===== src/rtl/detector_sequencer.sv =====
// detector_sequencer: plays a latched pattern into the one-hot and binary
// sequence detectors and scores their z outputs against each other.
module detector_sequencer #(
   parameter int LEN = 16,
   parameter int IW  = $clog2(LEN),
   parameter int CW  = $clog2(LEN + 1)
) (
   input  logic           clk,
   input  logic           reset,
   input  logic           start,
   input  logic           abort,
   input  logic [LEN-1:0] pattern,
   input  logic           z_onehot,
   input  logic           z_binary,
   output logic           w,
   output logic           fsm_en,
   output logic           fsm_clr,
   output logic           busy,
   output logic           done,
   output logic           mismatch,
   output logic [IW-1:0]  mismatch_idx,
   output logic [CW-1:0]  hit_count
);

   typedef enum logic [2:0] {IDLE, CLEAR, RUN, DRAIN, DONE} state_t;

   localparam logic [IW-1:0] LAST = IW'(LEN - 1);
   localparam logic [CW-1:0] SAT  = CW'(LEN);

   state_t         state;
   logic [LEN-1:0] pat;
   logic [IW-1:0]  idx;
   logic           smp;
   logic           diff;
   logic           kill;
   logic [IW-1:0]  smp_k;

   assign fsm_en = (state == RUN);
   assign w      = fsm_en & pat[idx];
   assign diff   = z_onehot ^ z_binary;
   assign kill   = abort && (state inside {CLEAR, RUN, DRAIN});

   // z for bit k shows up one cycle after bit k is played
   assign smp   = ((state == RUN) && (idx != '0)) || (state == DRAIN);
   assign smp_k = (state == DRAIN) ? LAST : idx - IW'(1);

   always_ff @(posedge clk or negedge reset) begin
      if (!reset) begin
         state        <= IDLE;
         pat          <= '0;
         idx          <= '0;
         fsm_clr      <= 1'b0;
         busy         <= 1'b0;
         done         <= 1'b0;
         mismatch     <= 1'b0;
         mismatch_idx <= '0;
         hit_count    <= '0;
      end else begin
         fsm_clr <= 1'b0;
         done    <= 1'b0;
         if (kill) begin
            state   <= IDLE;
            busy    <= 1'b0;
            fsm_clr <= 1'b1;
         end else begin
            if (smp) begin
               if (diff && !mismatch)
                  mismatch_idx <= smp_k;
               if (diff)
                  mismatch <= 1'b1;
               if (z_onehot && hit_count != SAT)
                  hit_count <= hit_count + CW'(1);
            end
            unique case (state)
               IDLE: begin
                  if (start) begin
                     pat          <= pattern;
                     idx          <= '0;
                     hit_count    <= '0;
                     mismatch     <= 1'b0;
                     mismatch_idx <= '0;
                     fsm_clr      <= 1'b1;
                     busy         <= 1'b1;
                     state        <= CLEAR;
                  end
               end
               CLEAR: state <= RUN;
               RUN: begin
                  idx <= idx + IW'(1);
                  if (idx == LAST)
                     state <= DRAIN;
               end
               DRAIN: begin
                  done  <= 1'b1;
                  state <= DONE;
               end
               DONE: begin
                  busy  <= 1'b0;
                  state <= IDLE;
               end
               default: state <= IDLE;
            endcase
         end
      end
   end

endmodule


===== config.mk =====
export PLATFORM = sky130hd
export DESIGN_NAME = detector_sequencer
export DESIGN_NICKNAME = d
export VERILOG_FILES = /design/src/rtl/detector_sequencer.sv
export SDC_FILE = /design/constraint.sdc
export NUM_CORES = 1
export LEC_CHECK = 0
export ABC_AREA = 1
export CORE_ASPECT_RATIO = 0.7
export CORE_MARGIN = 3
export CORE_UTILIZATION = 45
export CTS_CLUSTER_DIAMETER = 200
export DETAILED_ROUTE_END_ITERATION = 8
export PLACE_DENSITY = 0.82
export SLEW_MARGIN = 20
export SYNTH_ARGS = -nofsm -noshare
export SYNTH_HDL_FRONTEND = slang
export SYNTH_SLANG_ARGS = --single-unit

===== constraint.sdc =====
create_clock -name clk -period 1.65 [get_ports clk]
set_input_delay 0.2475 -clock clk [delete_from_list [all_inputs] [get_ports clk]]
set_output_delay 0.2475 -clock clk [all_outputs]
set_load 0.01 [all_outputs]

### Word-level counts from Yosys, hierarchy flattened

Index checks and enable logic that the tools add are counted.

| word-level totals | value |
|---|---|
| register bits after elaboration | 36 |
| input port bits | 22 |
| output and inout bits | 15 |
| word-level logic and storage cells | 69 |

| cells by class | value |
|---|---|
| add/subtract/negate cells | 3 |
| $lt $le $gt $ge | 1 |
| eq/ne operators | 9 |
| multiplexer cells | 29 |
| bitwise operators | 3 |
| reduce and logical (&&, ||, !) cells | 15 |

Operators by type and width:

| operator | number |
|---|---|
| two-way mux 4 bit | 6 |
| two-way mux 5 bit | 4 |
| two-way mux 1 bit | 12 |
| one-hot mux 3 bit (4 select lines) | 1 |
| two-way mux 3 bit | 3 |
| one-hot mux 4 bit (2 select lines) | 1 |
| == test 3 x 2 -> 1 bit, second input constant | 2 |
| AND reduction 3 bit | 2 |
| nonzero test 3 bit | 2 |
| adder 5 x 1 -> 5 bit, second input constant | 1 |
| less-than comparator 4 x 5 -> 1 bit, second input constant | 1 |
| != test 5 bit, second input constant | 1 |
| adder 4 x 1 -> 4 bit, second input constant | 1 |
| binary-select mux 1 bit (select 4 bit) | 1 |
| == test 4 bit, second input constant | 1 |
| logical AND 1 bit | 4 |
| AND reduction 2 bit | 2 |
| nonzero test 4 bit | 1 |
| subtractor 4 x 1 -> 4 bit, second input constant | 1 |
| == test 3 x 1 -> 1 bit, second input constant | 1 |
| == test 3 bit, second input constant | 1 |
| zero test 3 bit | 1 |
| != test 3 x 1 -> 1 bit, second input constant | 1 |
| != test 3 bit, second input constant | 1 |
| other kinds (8) | 8 |

### Depth between registers and ports, before layout

| depth | value |
|---|---|
| depth in word-level cells | 6 |
| gate-level depth with buffers | 11 |
| gate-level depth less buffers | 10 |

### Worst setup path after synthesis

No wires, ideal clock.

| timing | value |
|---|---|
| kind | reg-to-reg |
| start | register idx[0] |
| end | register mismatch_idx[0] |
| library setup time | 117 ps |
| data arrival time | 1358 ps |
| data required time | 1533 ps |
| path slack | 176 ps |
| cell stages (with the launch flop) | 12 |
| buffers on the path | 1 |
| clock period less this slack | 1474 ps |
| cells stage by stage | dfrtp_1 buf_2 inv_1 ha_1 nand2_1 nand2_2 nand2_4 nand3_4 nand2_1 nand2_2 nand2_1 nand2_1 |

| on the way | value |
|---|---|
| cells in the longest elaborated chain, start to end | 6 |
| elaborated cells between the ends (all ways) | 9 |
| those cells by class | add/sub (1); mux (5); reduce/logical (3) |

Ends and longest elaborated chain:

| what | line | RTL |
|---|---|---|
| from (decl) | 32 | `logic [IW-1:0] idx;` |
| from (signal assigned) | 89 | `idx <= idx + IW'(1);` |
| subtractor 4 x 1 -> 4 bit or nonzero test 4 bit (tied branches) | 45, 44 |  |
| two-way mux 4 bit or logical AND 1 bit (tied branches) | 45, 44 |  |
| two-way mux 4 bit or logical OR 1 bit (tied branches) | 67, 44 |  |
| two-way mux 4 bit * | 66 | `if (smp) begin` |
| two-way mux 4 bit | 76 | `if (start) begin` |
| two-way mux 4 bit * | 74 | `unique case (state)` |
| to (signal assigned) | 68 | `mismatch_idx <= smp_k;` |
| to (decl) | 21 | `output logic [IW-1:0] mismatch_idx,` |

Mark *: on every way between the ends. The rest lies on a longest branch, timed or not.
A chain may end at the register's enable or synchronous reset.

### Final worst setup path

| timing | value |
|---|---|
| start | register idx[0] |
| end | output port w |

| on the way | value |
|---|---|
| cells in the longest elaborated chain, start to end | 3 |

Ends and longest elaborated chain:

| what | line | RTL |
|---|---|---|
| binary-select mux 1 bit (select 4 bit) | 39 | `assign w = fsm_en & pat[idx];` |
| two-way mux 1 bit (not written as such) | 39 |  |
| AND 1 bit | 39 |  |
| to (decl) | 15 | `output logic w,` |

Every way passes these cells. The select of a mux whose other input is x is not followed.

==> qor.txt <==
Outcome: finished with violations
Failing checks: negative setup slack
Pin count of the biggest net entering global routing: 37
Final setup viols: 2
Place WS: -0.3178 ns
CTS Buffer Depth: 2
Die Ht: 60.91 um
Root Buffer: clkbuf_8
Fin cells: 359
Dpl cells: 348
First-pass GRT wire length: 7583 um
Yosys warns: 0
# port buffers: 36
Worst-Skew Late Latency: 0.30 ns
Max Cap Viol: 0
CTS HTree Levels: 2
P_leak: 1.310 nW
Post-layout net count: 332
GPL Wtd Cong: 0.8801
Relative slew slack: 0.6507
Die X: 84.44 um
Crit end category: primary output
Tot GR Track Use: 0.1928
Met1 Wirelength: 2222 um
Pwr dens: 1500 mW/mm^2
Clock skew: 0.005938 ns
TNS Setup: -0.2150 ns
Reg2reg path depth: 10
Initial Utilization: 0.4796
Syn_area_per_cell: 7.911 um^2
Synth Instances: 245
EDFF count, synth: 0
Peak supply drop: 0.0008415 V
Core region area: 0.004041 mm^2
Iter 0 DRT Violations: 100
F_max: 542.3 MHz
Clock-pin slew of the registers on the worst-case setup and hold paths: 0.07 ns
Final hold vios: 0
Met3 WL: 236 um
Post-DP HPWL: 3355 um
Vias in the first global route: 1,675
Cell taking the most area after synthesis: dfrtp_1
Class of the most critical setup path: reg2out
Critical Path RT: 1.40 ns
Synth top area share: 0.4648
First-pass DRT Iterations: 4
Rows: 19
Initial antenna violation count: 0
Worst min path class: in2async
Ys flop type: dfrtp_1
Count leader, synth: nand2_1
Hold_ws: 0.3608 ns
Register area share after synthesis: 0.4648
Crit share post-route: 1.118
Vias: 1,772
Crit-path max FO: 6
Pins over their slew limit: 0
Period minus WS final: 1.844 ns
CTS Sinks: 36
I/O pin cnt: 37
Synth async-reset ratio: 1.000
Total Power: 0.003940 W
DR WL met2: 2105 um
Worst Tran Pin Value: 0.5240 ns
Final ANT Viol Nets: 0
CP arrival: 1.60 ns
R2R Path End: hit_count[0]$_DFFE_PN0N_
Final worst setup slack: -0.1941 ns
Top sig layer: met4
Grt total ovfl: 0
Via density: 4.936
Syn-to-layout area delta: 35.57%
Main area contributors after synthesis: dfrtp_1, nand2_1, nor2_1
Drt drc: 0
Syn Std Cell Area: 0.001938 mm^2
Count of different cell masters after synthesis: 33
WL/cell: 13.14 um
CTS Buf Count: 5
Synth Register Bits: 36
Startpoint Class: flip-flop
CTS tree: built
Reg-to-reg slack, setup: -0.02 ns
RSZ-0062 raised after global routing: true
Share of layout cells above drive strength 1: 0.1954
Top post-synthesis cells by count: nand2_1, dfrtp_1, nor2_1, inv_1, nand3_1
Reg2reg start: idx[0]$_DFFE_PN0P_
Drt total wl: 4716 um
Ant diodes: 0
Post-synth net total: 271
Die area: 0.005143 mm^2
-- critical path, stage by stage (launching register included) --
cell and delay [ns]:
dfrtp_2 0.42, buf_4 0.13, nor2_1 0.04, nor2_1 0.10, nand2_1 0.07, nand2_1 0.08, nand2_1 0.06, nand2_1 0.07
inv_1 0.05, a21boi_2 0.13, buf_2 0.14
-- cell families after synthesis --
logic type               after synthesis  share of synthesized area
AO/OA/AOI/OAI                         18                    0.05229
XOR/XNOR                               3                    0.01356
adder cells (fa/ha/maj)                4                    0.02582
buffers and inverters                 32                    0.08134
flip-flops                            36                     0.4648
AND/OR/NAND/NOR                      152                     0.3622
-- per-layer routing --
layer / global-route usage / up-vias
li1: - / 885
met1: 0.2462 / 821
met2: 0.3067 / 53
met3: 0.04342 / 13
met4: 0.1174 / 0
met5: 0 / -
-- cell type report --
cell class                      instances  area (um^2)
Clock buffer                            8        90.09
Fill cell                             358         1414
Inverter                               23        86.33
Multi-Input combinational cell        177        895.9
Sequential cell                        36        903.4
Tap cell                               52        65.06
Timing Repair Buffer                   63        586.8
-- power breakdown --
| group | switching [W] | leakage, nW | internal (W) | total [W] |
|---|---|---|---|---|
| clock network | 0.000314 | 0.0455 | 0.000340 | 0.000655 |
| registers | 0.000194 | 0.464 | 0.00121 | 0.00140 |
| logic | 0.00102 | 0.800 | 0.000864 | 0.00188 |
-- registers in the layout (all words and copies together), names as in the netlist --
signal	count
fsm_clr	1
mismatch_idx	4
pat	16
hit_count	5
idx	4
busy	1
mismatch	1
done	1
state	3
-- stage by stage --
step | util | instance area, um^2
finish | 0.6502 | 2628
global route | 0.6502 | 2628
CTS | 0.6418 | 2594
detailed placement | 0.6180 | 2497
global placement | 0.6180 | 2497
floorplan | - | 1938
-- layout by cell type (no fill, tap or decap), drive strengths merged, types with 2 or more instances in the layout --
master	netlist	routed
buf	9	28
clkbuf	0	8
clkdlybuf4s50	0	34
dfrtp	36	36
ha	4	4
inv	23	23
nand2	95	95
nand3	13	13
nand4	4	4
nor2	34	34
nor3	2	2
nor4	2	2
o21ai	11	11
o22ai	2	2
or2	2	2
xor2	2	2
-- repair_timing --
item | 4_1_cts | 5_1_grt
endpoints found under the setup margin | 12 | 12
pin swaps | 0 | 2
hold buffers | 0 | 0
hold endpoints to repair | 0 | 0
setup buffers | 1 | 2
resized for setup | 10 | 7
-- how the worst max path moves through the flow --
| stage | endpoint | from | cells after the start | slack, ns |
|---|---|---|---|---|
| floorplan | mismatch_idx[0]$_DFFE_PN0N_ | idx[0]$_DFFE_PN0P_ | 11 | 0.18 |
| global placement | w | idx[0]$_DFFE_PN0P_ | 9 | -0.25 |
| detailed placement | w | idx[0]$_DFFE_PN0P_ | 9 | -0.32 |
| CTS | w | idx[0]$_DFFE_PN0P_ | 10 | -0.16 |
| global route | w | idx[0]$_DFFE_PN0P_ | 10 | -0.32 |
| finish | w | idx[0]$_DFFE_PN0P_ | 10 | -0.19 |
(Power assumes the default switching activity.)
==> RTL change 1: new RTL, same settings <==
Register the output `hit_count` once more, without a reset; this adds one clock of latency there. The other outputs are not delayed to match.
--- a/src/rtl/detector_sequencer.sv
+++ b/src/rtl/detector_sequencer.sv
@@ -29,2 +29,4 @@
 
+   logic [CW-1:0] hit_count_s0;
+
    state_t         state;
@@ -56,3 +58,3 @@
          mismatch_idx <= '0;
-         hit_count    <= '0;
+         hit_count_s0 <= '0;
       end else begin
@@ -70,4 +72,4 @@
                   mismatch <= 1'b1;
-               if (z_onehot && hit_count != SAT)
-                  hit_count <= hit_count + CW'(1);
+               if (z_onehot && hit_count_s0 != SAT)
+                  hit_count_s0 <= hit_count_s0 + CW'(1);
             end
@@ -78,3 +80,3 @@
                      idx          <= '0;
-                     hit_count    <= '0;
+                     hit_count_s0 <= '0;
                      mismatch     <= 1'b0;
@@ -106,2 +108,6 @@
 
+   always_ff @(posedge clk) begin
+      hit_count <= hit_count_s0;
+   end
+
 endmodule
Behaviour: not the same (a bounded check fails within 10 cycles, from zero or initial values and one cycle with reset low).
==> RTL change 1 against the original RTL <==
- the flow still finishes with violations (negative setup slack)
- synthesized cell count is 0.82% higher
- worst setup slack better by 0.050 ns
- sequential power is 11% higher
- register-to-register slack better by 0.06 ns
- die area is 4.8% higher
- largest power group unchanged
- routed wire length is 6.1% lower
- synthesized area is 5.2% higher
- core utilization is 0.71 points higher
- clock skew is 0.0044 ns higher
- total power is 1.7% higher
- maximum frequency is 2.8% higher
- cell area is 3.5% higher
- via count is 0.85% lower
- highest routed layer unchanged
- sequential cell count is 5 higher
==> RTL change 1: results <==
[worst_setup_path]
cp_max_fo = 4
r2r.worst_path.cells = 11
r2r_start = "idx[1]$_DFFE_PN0P_"
rr_endpoint = "mismatch_idx[0]$_DFFE_PN0N_"
reg2reg_slack_ns = 0.04

[drt]
wl_met2_um = 1890
wl_met3_um = 333
m1WireLength_um = 2160
drt-initial-drc-count = 102

[layout]
fin_nets = 331
stdcell_count = 358
drive_above_1_share = 0.203
reg_top3 = "pat x16, hit_count x5, hit_count_s0 x5"

[global_routing]
grt_util_met2 = 0.267
use_met3 = 0.0489
antenna_found_initial = 0
grt_use_met1 = 0.256

[sta]
final-setup-viol-count = 1
fin_hold_ws_ns = 0.372
finalClockSkew_ns = 0.0103
worst_slack_ns = -0.144
min_period_ns = 1.79
slew_headroom = 0.692

[clock_tree]
post-cts-setup-buffers = 0
cts_resized = 9

[power_and_ir_drop]
peakVddDrop_uv = 902
switching_share = 0.389
clockNetworkPower_uw = 636

[place]
gp_congestion = 0.910
hpwl_um = 3370
placedCellCount = 350
place_area_um2 = 2610

[synth]
synthXorXnorAreaFrac = 0.0129
ys_types = 32
synth-compound-area-share = 0.0564
postSynth.asyncResetShare = 0.878
synth_fa_ha_area_frac = 0.0245
syn_area_per_cell_um2 = 8.26
ys_top_cells_by_area = "dfrtp_1, nand2_1, nor2_1, dfxtp_1, inv_1"
synth_common_cells = "nand2_1, dfrtp_1, nor2_1, inv_1"

[run_status]
violations = "negative setup slack"
outcome = "complete, but fails checks"
[RTL change 1: cell types whose count changed in the layout (fill, tap and decap cells not counted), moves of 2 or more]
cell / change
nand3_2: -3
nor2_1: -6
dfxtp_1: +5
buf_4: -5
nand2_1: -4
nor2_4: +6
nand3_1: +2
clkinv_2: +2
inv_2: -2
nand2_2: +2
a21oi_2: +2
[RTL change 1: cell type report]
cell class	instances	area [µm²]
well taps	52	65.1
multi-input cells	175	930
fillers	341	1420
clock buffers	6	72.6
flip-flops and latches	41	1000
repair buffers	58	541
inverters	24	97.6
clock inverters	2	10.0
[RTL change 1: through the flow]
| stage | setup WS (ns) | total power, µW | setup TNS [ns] |
|---|---|---|---|
| finish | -0.144 | 4010 | -0.144 |
| global route | -0.259 | 4330 | -0.588 |
| CTS | -0.152 | 3960 | -0.152 |
| detailed placement | -0.266 | 3320 | -0.266 |
| global placement | -0.186 | 3250 | -0.186 |
| floorplan | 0.211 | 2590 | 0 |
==> RTL change 2: new RTL, same flow settings <==
Made on the original files. Set the parameter `LEN` to 32 (it was 16).
--- a/src/rtl/detector_sequencer.sv
+++ b/src/rtl/detector_sequencer.sv
@@ -3,3 +3,3 @@
 module detector_sequencer #(
-   parameter int LEN = 16,
+   parameter int LEN = 32,
    parameter int IW  = $clog2(LEN),
Interface: changed (resized hit_count, mismatch_idx and pattern); port bits go from 37 to 55. No check against the original RTL was run, so the function may have changed too.
==> RTL change 2 against the original RTL <==
- worst setup slack got worse by 0.047 ns
- via count increased by 47%
- count of clock-buffer cells in the layout decreased by 2
- routed wire length is 50% higher
- total power rose by 52%
- core utilization grew 0.81 points
- sequential cell count increased by 19
- critical path depth down 1
- cell area is 49% higher
- clock power up 22%
- synthesized area increased by 49%
- the run still ends with negative setup slack left
==> RTL change 2: results <==
[power_and_ir_drop]
leakagePower_uw = 0.00190
peakVddDrop_uv = 601
comb_power_uw = 2990
switching_share = 0.396

[place]
port_buffers = 54
placedCellCount = 514
hpwl_um = 5310
gp_congestion = 0.885
place_area_um2 = 3740

[drt]
m1WireLength_um = 3520
viasPerCell = 4.97
wl_met3_um = 379
vias = 2613
wire_per_inst_um = 13.4
first_pass_iters = 5

[global_routing]
grt_max_degree = 33
grt_util_met2 = 0.307
first_global_vias = 2523
grt_use_met1 = 0.293
track_usage = 0.198
use_met3 = 0.0363

[run_status]
outcome = "complete, but fails checks"
violations = "negative setup slack"

[synth]
seq_area_frac_synth = 0.476
synth_common_cells = "nand2_1, dfrtp_1, nand3_1, inv_1, nor2_1"
ys_types = 32
ys_top_cells_by_area = "dfrtp_1, nand2_1, nand3_1, inv_1, buf_6"
syn_inst = 361

[sta]
fin_tns_setup_ns = -0.241
finalClockSkew_ns = 0.0112
final-setup-viol-count = 1
worst_slack_ns = -0.241
worst_pin_slew_ns = 0.356

[worst_setup_path]
crit_slowest_cell = "dfrtp_1"
rr_endpoint = "hit_count[4]$_DFFE_PN0N_"
cp_max_fo = 14
arrival_ns = 1.64
r2r.worst_path.cells = 9
crit_family = "flip-flops"

[layout]
filler_cell_count = 491
drive_above_1_share = 0.195
reg_top3 = "pat x32, hit_count x6"

[clock_tree]
clk_pin_slew_ns = 0.11
[RTL change 2: cell type report]
| cell class | instances | area (µm²) | area share |
|---|---|---|---|
| flip-flops and latches | 55 | 1380 | 0.352 |
| multi-input cells | 266 | 1350 | 0.344 |
| repair buffers | 98 | 912 | 0.233 |
| well taps | 75 | 93.8 | 0.0239 |
| inverters | 24 | 90.1 | 0.0230 |
| clock buffers | 6 | 82.6 | 0.0211 |
| clock inverters | 2 | 16.3 | 0.00415 |
[RTL change 2: worst max path at each step]
stage / startpoint / endpoint / cells after the start
floorplan: idx[1]$_DFFE_PN0P_ / hit_count[5]$_DFFE_PN0N_ / 11
global placement: idx[0]$_DFFE_PN0P_ / w / 11
detailed placement: idx[0]$_DFFE_PN0P_ / w / 11
CTS: idx[0]$_DFFE_PN0P_ / w / 11
global route: idx[0]$_DFFE_PN0P_ / w / 11
finish: idx[0]$_DFFE_PN0P_ / w / 9
[RTL change 2: cells by family (layout without fill, tap and decap cells)]
| group | count (synthesis) | count (layout) | share of synthesized area |
|---|---|---|---|
| xor gates and xnor gates | 1 | 1 | 0.00303 |
| AOI/OAI and AO/OA | 32 | 32 | 0.0636 |
| and+or+nand+nor | 228 | 228 | 0.359 |
| buffers and inverters | 40 | 130 | 0.0762 |
| adders and majority gates | 5 | 5 | 0.0216 |
| DFF | 55 | 55 | 0.476 |
[RTL change 2: metrics by stage]
step	total power, µW	hold slack, ns	util
after global routing	6470	0.283	0.658
final	6000	0.282	0.658
after global placement	4930	0.0671	0.628
after detailed placement	5050	0.0692	0.628
after CTS	5950	0.285	0.653
after floorplan	3910	-0.0481	-
[RTL change 2: timing repair]
item                                   CTS  global route
endpoints found under the hold margin   27             0
hold buffers                             1             0
setup buffers                            1             3
pin swaps                                2             5
gates resized for setup                 13             9
setup endpoints to repair                7            15
